### src/rtl/hazard_scoreboard.sv
//------------------------------------------------------------------------------
// hazard_scoreboard: forwarding selects, load-use/scoreboard stall and a busy
// register scoreboard for multi-cycle ops. Optional macro: HAZARD_PERF_CNT_EN.
// Revision: 1.0
//------------------------------------------------------------------------------
`default_nettype none

module hazard_scoreboard #(
  parameter int REG_ADDR_W      = 5,
  parameter int MAX_OUTSTANDING = 4,
  parameter int PERF_W          = 32
) (
  input  logic                                     clk,
  input  logic                                     rst_n,
  input  logic [REG_ADDR_W-1:0]                    id_rs1_addr,
  input  logic [REG_ADDR_W-1:0]                    id_rs2_addr,
  input  logic [REG_ADDR_W-1:0]                    id_rd_addr,
  input  logic                                     id_rs1_used,
  input  logic                                     id_rs2_used,
  input  logic                                     id_reg_write_en,
  input  logic [REG_ADDR_W-1:0]                    id_ex_r_rs1_addr,
  input  logic [REG_ADDR_W-1:0]                    id_ex_r_rs2_addr,
  input  logic [REG_ADDR_W-1:0]                    id_ex_r_rd_addr,
  input  logic                                     id_ex_r_mem_read,
  input  logic [REG_ADDR_W-1:0]                    ex_mem_r_rd_addr,
  input  logic                                     ex_mem_r_reg_write_en,
  input  logic [REG_ADDR_W-1:0]                    mem_wb_r_rd_addr,
  input  logic                                     mem_wb_r_reg_write_en,
  input  logic                                     mdu_issue_valid,
  input  logic [REG_ADDR_W-1:0]                    mdu_issue_rd,
  output logic                                     mdu_issue_ready,
  input  logic                                     mdu_done,
  input  logic [REG_ADDR_W-1:0]                    mdu_done_rd,
  input  logic                                     mdu_kill,
  output logic [1:0]                               forward_a_select,
  output logic [1:0]                               forward_b_select,
  output logic                                     stall_id,
  output logic [2**REG_ADDR_W-1:0]                 busy_vec,
  output logic [$clog2(MAX_OUTSTANDING+1)-1:0]     outstanding_cnt
`ifdef HAZARD_PERF_CNT_EN
  ,
  output logic [PERF_W-1:0]                        stall_cycles
`endif
);

  localparam int                    NUM_REGS = 2**REG_ADDR_W;
  localparam int                    CNT_W    = $clog2(MAX_OUTSTANDING+1);
  localparam logic [CNT_W-1:0]      CNT_MAX  = CNT_W'(MAX_OUTSTANDING);
  localparam logic [REG_ADDR_W-1:0] ZERO_REG = '0;

  logic [NUM_REGS-1:0] r_busy;
  logic [NUM_REGS-1:0] w_busy_nxt;
  logic [CNT_W-1:0]    r_cnt;
  logic [CNT_W-1:0]    w_cnt_nxt;
  logic                w_issue_acc;
  logic                w_done_eff;
  logic                w_load_use;
  logic                w_busy_raw;
  logic                w_busy_waw;

  function automatic logic [1:0] fwd_sel(
    input logic [REG_ADDR_W-1:0] src,
    input logic [REG_ADDR_W-1:0] exm_rd,
    input logic                  exm_we,
    input logic [REG_ADDR_W-1:0] mwb_rd,
    input logic                  mwb_we
  );
    logic [1:0] sel;
    sel = 2'b00;
    if (exm_we && (exm_rd != ZERO_REG) && (exm_rd == src)) begin
      sel = 2'b01;
    end else if (mwb_we && (mwb_rd != ZERO_REG) && (mwb_rd == src)) begin
      sel = 2'b10;
    end
    return sel;
  endfunction

  always_comb begin
    forward_a_select = fwd_sel(id_ex_r_rs1_addr, ex_mem_r_rd_addr, ex_mem_r_reg_write_en,
                               mem_wb_r_rd_addr, mem_wb_r_reg_write_en);
    forward_b_select = fwd_sel(id_ex_r_rs2_addr, ex_mem_r_rd_addr, ex_mem_r_reg_write_en,
                               mem_wb_r_rd_addr, mem_wb_r_reg_write_en);
  end

  assign w_load_use = id_ex_r_mem_read && (id_ex_r_rd_addr != ZERO_REG) &&
                      ((id_rs1_used && (id_rs1_addr == id_ex_r_rd_addr)) ||
                       (id_rs2_used && (id_rs2_addr == id_ex_r_rd_addr)));
  assign w_busy_raw = (id_rs1_used && (id_rs1_addr != ZERO_REG) && r_busy[id_rs1_addr]) ||
                      (id_rs2_used && (id_rs2_addr != ZERO_REG) && r_busy[id_rs2_addr]);
  assign w_busy_waw = id_reg_write_en && (id_rd_addr != ZERO_REG) && r_busy[id_rd_addr];
  assign stall_id   = w_load_use || w_busy_raw || w_busy_waw;

  // Ready looks only at registered state so a same-cycle done never frees a slot early.
  assign mdu_issue_ready = (r_cnt < CNT_MAX) && !r_busy[mdu_issue_rd];
  assign w_issue_acc     = mdu_issue_valid && mdu_issue_ready && (mdu_issue_rd != ZERO_REG);
  assign w_done_eff      = mdu_done && (mdu_done_rd != ZERO_REG) && r_busy[mdu_done_rd];

  always_comb begin
    w_busy_nxt = r_busy;
    w_cnt_nxt  = r_cnt;
    if (mdu_kill) begin
      w_busy_nxt = '0;
      w_cnt_nxt  = '0;
    end else begin
      // An accepted issue targets a non-busy rd and a done a busy one, so they never collide.
      if (w_done_eff) begin
        w_busy_nxt[mdu_done_rd] = 1'b0;
      end
      if (w_issue_acc) begin
        w_busy_nxt[mdu_issue_rd] = 1'b1;
      end
      case ({w_issue_acc, w_done_eff})
        2'b10: if (r_cnt != CNT_MAX) w_cnt_nxt = r_cnt + CNT_W'(1);
        2'b01: if (r_cnt != '0)      w_cnt_nxt = r_cnt - CNT_W'(1);
        default: w_cnt_nxt = r_cnt;
      endcase
    end
    w_busy_nxt[0] = 1'b0;
  end

  always_ff @(posedge clk or negedge rst_n) begin
    if (!rst_n) begin
      r_busy <= '0;
      r_cnt  <= '0;
    end else begin
      r_busy <= w_busy_nxt;
      r_cnt  <= w_cnt_nxt;
    end
  end

  assign busy_vec        = r_busy;
  assign outstanding_cnt = r_cnt;

`ifdef HAZARD_PERF_CNT_EN
  logic [PERF_W-1:0] r_stall_cycles;

  always_ff @(posedge clk or negedge rst_n) begin
    if (!rst_n) begin
      r_stall_cycles <= '0;
    end else if (stall_id && (r_stall_cycles != '1)) begin
      r_stall_cycles <= r_stall_cycles + PERF_W'(1);
    end
  end

  assign stall_cycles = r_stall_cycles;
`else
  // PERF_W stays in the parameter list so both builds share one parameter set.
  if (PERF_W > 0) begin : g_no_perf_cnt
  end
`endif

endmodule

`default_nettype wire

### config.mk
export PLATFORM = sky130hd
export DESIGN_NAME = hazard_scoreboard
export DESIGN_NICKNAME = d
export VERILOG_FILES = /design/src/rtl/hazard_scoreboard.sv
export SDC_FILE = /design/constraint.sdc
export NUM_CORES = 1
export LEC_CHECK = 0
export CORE_MARGIN = 2
export CORE_UTILIZATION = 50
export CTS_CLUSTER_SIZE = 30
export DETAILED_ROUTE_END_ITERATION = 6
export PLACE_DENSITY = 0.85
export SLEW_MARGIN = 20
export SYNTH_ARGS = -nofsm -noshare
export SYNTH_HDL_FRONTEND = slang
export SYNTH_SLANG_ARGS = --single-unit
### constraint.sdc
create_clock -name clk -period 5.2 [get_ports clk]
set_clock_uncertainty 0.15 [all_clocks]
set_input_delay 0.52 -clock clk [delete_from_list [all_inputs] [get_ports clk]]
set_output_delay 0.52 -clock clk [all_outputs]
set_load 0.01 [all_outputs]
==> impl_metrics.json <==
{
  "status": "completed",
  "p_per_area_mw_per_mm2": 150,
  "fillerInstances": 591,
  "setup_viol": 0,
  "slew_violations": 0,
  "relSlewSlack_pct": 43.8,
  "cts_sinks": 34,
  "wire_per_inst_um": 24.1,
  "setup_tns_ps": 0,
  "antenna_found_initial": 0,
  "core_area_mm2": 0.00714,
  "cap_violations": 0,
  "slowest_delay_ps": 790,
  "grt_pass1_wl_um": 19400,
  "grt_util_all_layers_pct": 32.9,
  "vias_per_cell": 6.92,
  "drt_iter0_drc": 404,
  "num_antenna_cells": 0,
  "area_growth_pct": 29.5,
  "worstSetupPathType": "input port to flop",
  "period_share_pct": 76.8,
  "cp.required_ps": 5250,
  "hold_buffers": 0,
  "cts_tree": "done",
  "hpwl_um": 9340,
  "hold_violations": 0,
  "p_leak_uw": 0.00169,
  "final_cells": 532,
  "antenna_left": 0,
  "port_buffers": 100,
  "cts_buffers": 5,
  "die_area_mm2": 0.00794,
  "max_freq_mhz": 251,
  "gp_congestion": 0.981,
  "crit_path_cell_trace": "clkdlybuf4s50_1 -> mux4_1 -> mux2i_1 -> o221ai_2 -> nor3_4 -> nor2_1 -> xor2_1 -> ha_1 -> or3_1 -> o32a_1 -> o22ai_1",
  "synth-edff-count": 0,
  "cts_max_level": 2,
  "drive_gt1_share_pct": 12.7,
  "clk_pin_slew_ps": 80,
  "cp.arrival_ps": 4040,
  "drc": 0,
  "clk_latency_ps": 290,
  "vias": 3682,
  "min_path_type": "input port to async pin",
  "fin_nets": 496,
  "cts_resized": 0,
  "grt-ovfl-total": 0,
  "initial_utilization_pct": 50.8,
  "cp-end-kind": "flop",
  "io_pins": 102,
  "die_h_um": 89.1,
  "syn_area_mm2": 0.00362,
  "synthCells": 354,
  "dr.pass1.iters": 5,
  "seq_area_frac_synth_pct": 23.5,
  "cpMaxStageDelayCell": "clkdlybuf4s50_1",
  "syn_nets": 416,
  "row_count": 31,
  "cp_max_fo": 13,
  "rsz0062_at_grt": "no",
  "avgSynthCellArea_um2": 10.2,
  "dp_cells": 526,
  "cts_root_buf": "clkbuf_8",
  "ys.flop_type": "dfrtp_1",
  "grt_pass1_vias": 3612,
  "synth.distinct_cells": 59,
  "crit_path_start_kind": "input port",
  "ys_warn_count": 0,
  "wl_um": 12800,
  "grt_max_degree": 38,
  "fin_crit_ps": 3990,
  "worst_pin_slew_ps": 842,
  "dieWidth_um": 89.1,
  "peakVddDrop_v": 0.000133,
  "synthArstFlopShare_pct": 100,
  "post_cts_buffers": 0,
  "synth-seq-cells": 34,
  "clockBufferDepth": 2
}
## layer usage
layer | vias to the layer above | part of all wire (%) | routed length (um) | global-route usage [%]
met5 | - | 0 | 0 | 0
met2 | 283 | 47 | 6010 | 51.6
met4 | 0 | 3.3 | 425 | 11.5
li1 | 1591 | - | - | -
met3 | 49 | 12 | 1580 | 8.13
met1 | 1759 | 37 | 4800 | 44.8
## worst paths after layout
path,startpoint,end,slack [ps],cells after the start
setup / recovery,mdu_issue_rd[1],outstanding_cnt[2],1210,11
hold / removal,rst_n,busy_vec[17],490,2
setup reg to reg,busy_vec[10],outstanding_cnt[2],1830,10
hold reg to reg,outstanding_cnt[2],outstanding_cnt[2],500,2
max in group asynchronous,rst_n,busy_vec[8],4070,2
min in group clk,outstanding_cnt[2],outstanding_cnt[2],500,2
## synthesized netlist by cell type (all sizes together) (4+ instances only)
cell type  number  share of area, %
nand2b          7               1.2
nor4           13               2.8
clkbuf         13               1.3
o211ai          4              0.83
or4             6               1.2
nand2          20               2.1
mux2i          19               5.3
xnor2           9               2.2
xor2           23               5.6
dfrtp          34                23
or3             5              0.86
nor2            8              0.83
buf            17               3.1
mux2            5               1.7
nand3          14               1.9
inv            12               1.2
o31ai           6               1.6
nand3b          4              0.83
o311ai         25               6.0
o32ai           4              0.97
o21ai          29               4.0
o22ai           4              0.69
mux4           33                21
## state kept, by name, summed over array words and instances (netlist names)
| register | flops |
|---|---|
| busy_vec | 31 |
| outstanding_cnt | 3 |
## stage by stage
step	worst slack, ps	hold WS, ps	utilization [%]	power (uW)	instance area, um^2
final	1210	494	65.7	704	4690
after CTS	1210	492	65.7	701	4690
after global placement	1100	440	64.6	504	4610
after floorplan	1910	74.4	-	409	3620
after detailed placement	966	469	64.6	509	4610
after global routing	1040	524	65.7	733	4690
## worst max-delay path, delay by kind of cell
kind | cells | cell delay (ps)
adders and majority gates | 1 | 200
AOI/OAI and AO/OA | 3 | 680
and+or+nand+nor | 3 | 860
buffers and inverters | 1 | 790
muxes | 2 | 830
xor gates and xnor gates | 1 | 160
## layout by cell type (no fill, tap or decap), types with 2 or more instances in the layout
cell	instances
or3b_1	2
o41ai_1	3
a22o_1	2
o31ai_1	5
o32ai_1	4
mux4_1	3
a21oi_1	3
inv_1	12
nor4_1	11
clkdlybuf4s50_1	100
xor2_1	23
or2_2	2
nand3_1	14
nand3b_1	4
mux2_2	4
clkbuf_8	6
mux4_2	30
or3_1	5
nor3b_1	2
o21ai_0	5
a211oi_2	2
nand2_1	20
mux2i_1	19
dfrtp_1	34
and3b_1	2
nor2b_1	3
o22ai_1	4
o21ai_1	24
or4_1	6
o211ai_1	4
o311ai_1	10
o311ai_0	15
buf_4	3
nor2_1	8
nand2b_1	7
xnor2_1	9
o221ai_1	2
nor4b_1	2
## where the power goes
| group | internal (uW) | total, uW | switching (uW) |
|---|---|---|---|
| Combinational | 111 | 226 | 115 |
| Sequential | 270 | 282 | 12.9 |
| Clock | 102 | 195 | 93.3 |
## cell families after synthesis
family                   share of synthesized area [%]
other                                            0.104
buffers and inverters                             5.67
flip-flops                                        23.5
XOR/XNOR                                          7.74
AO/OA/AOI/OAI                                     19.4
adder cells (fa/ha/maj)                          0.345
multiplexers                                      27.7
AND/OR/NAND/NOR                                   15.5
## final cells by class
class | count | area (um^2) | share of cell area (%)
clock buffer | 6 | 82.6 | 1.76
inverter | 12 | 45.0 | 0.960
tap | 99 | 124 | 2.64
timing repair buffer | 103 | 1020 | 21.8
multi-input combinational | 278 | 2570 | 54.7
sequential | 34 | 851 | 18.1
(Power assumes the default switching activity.)
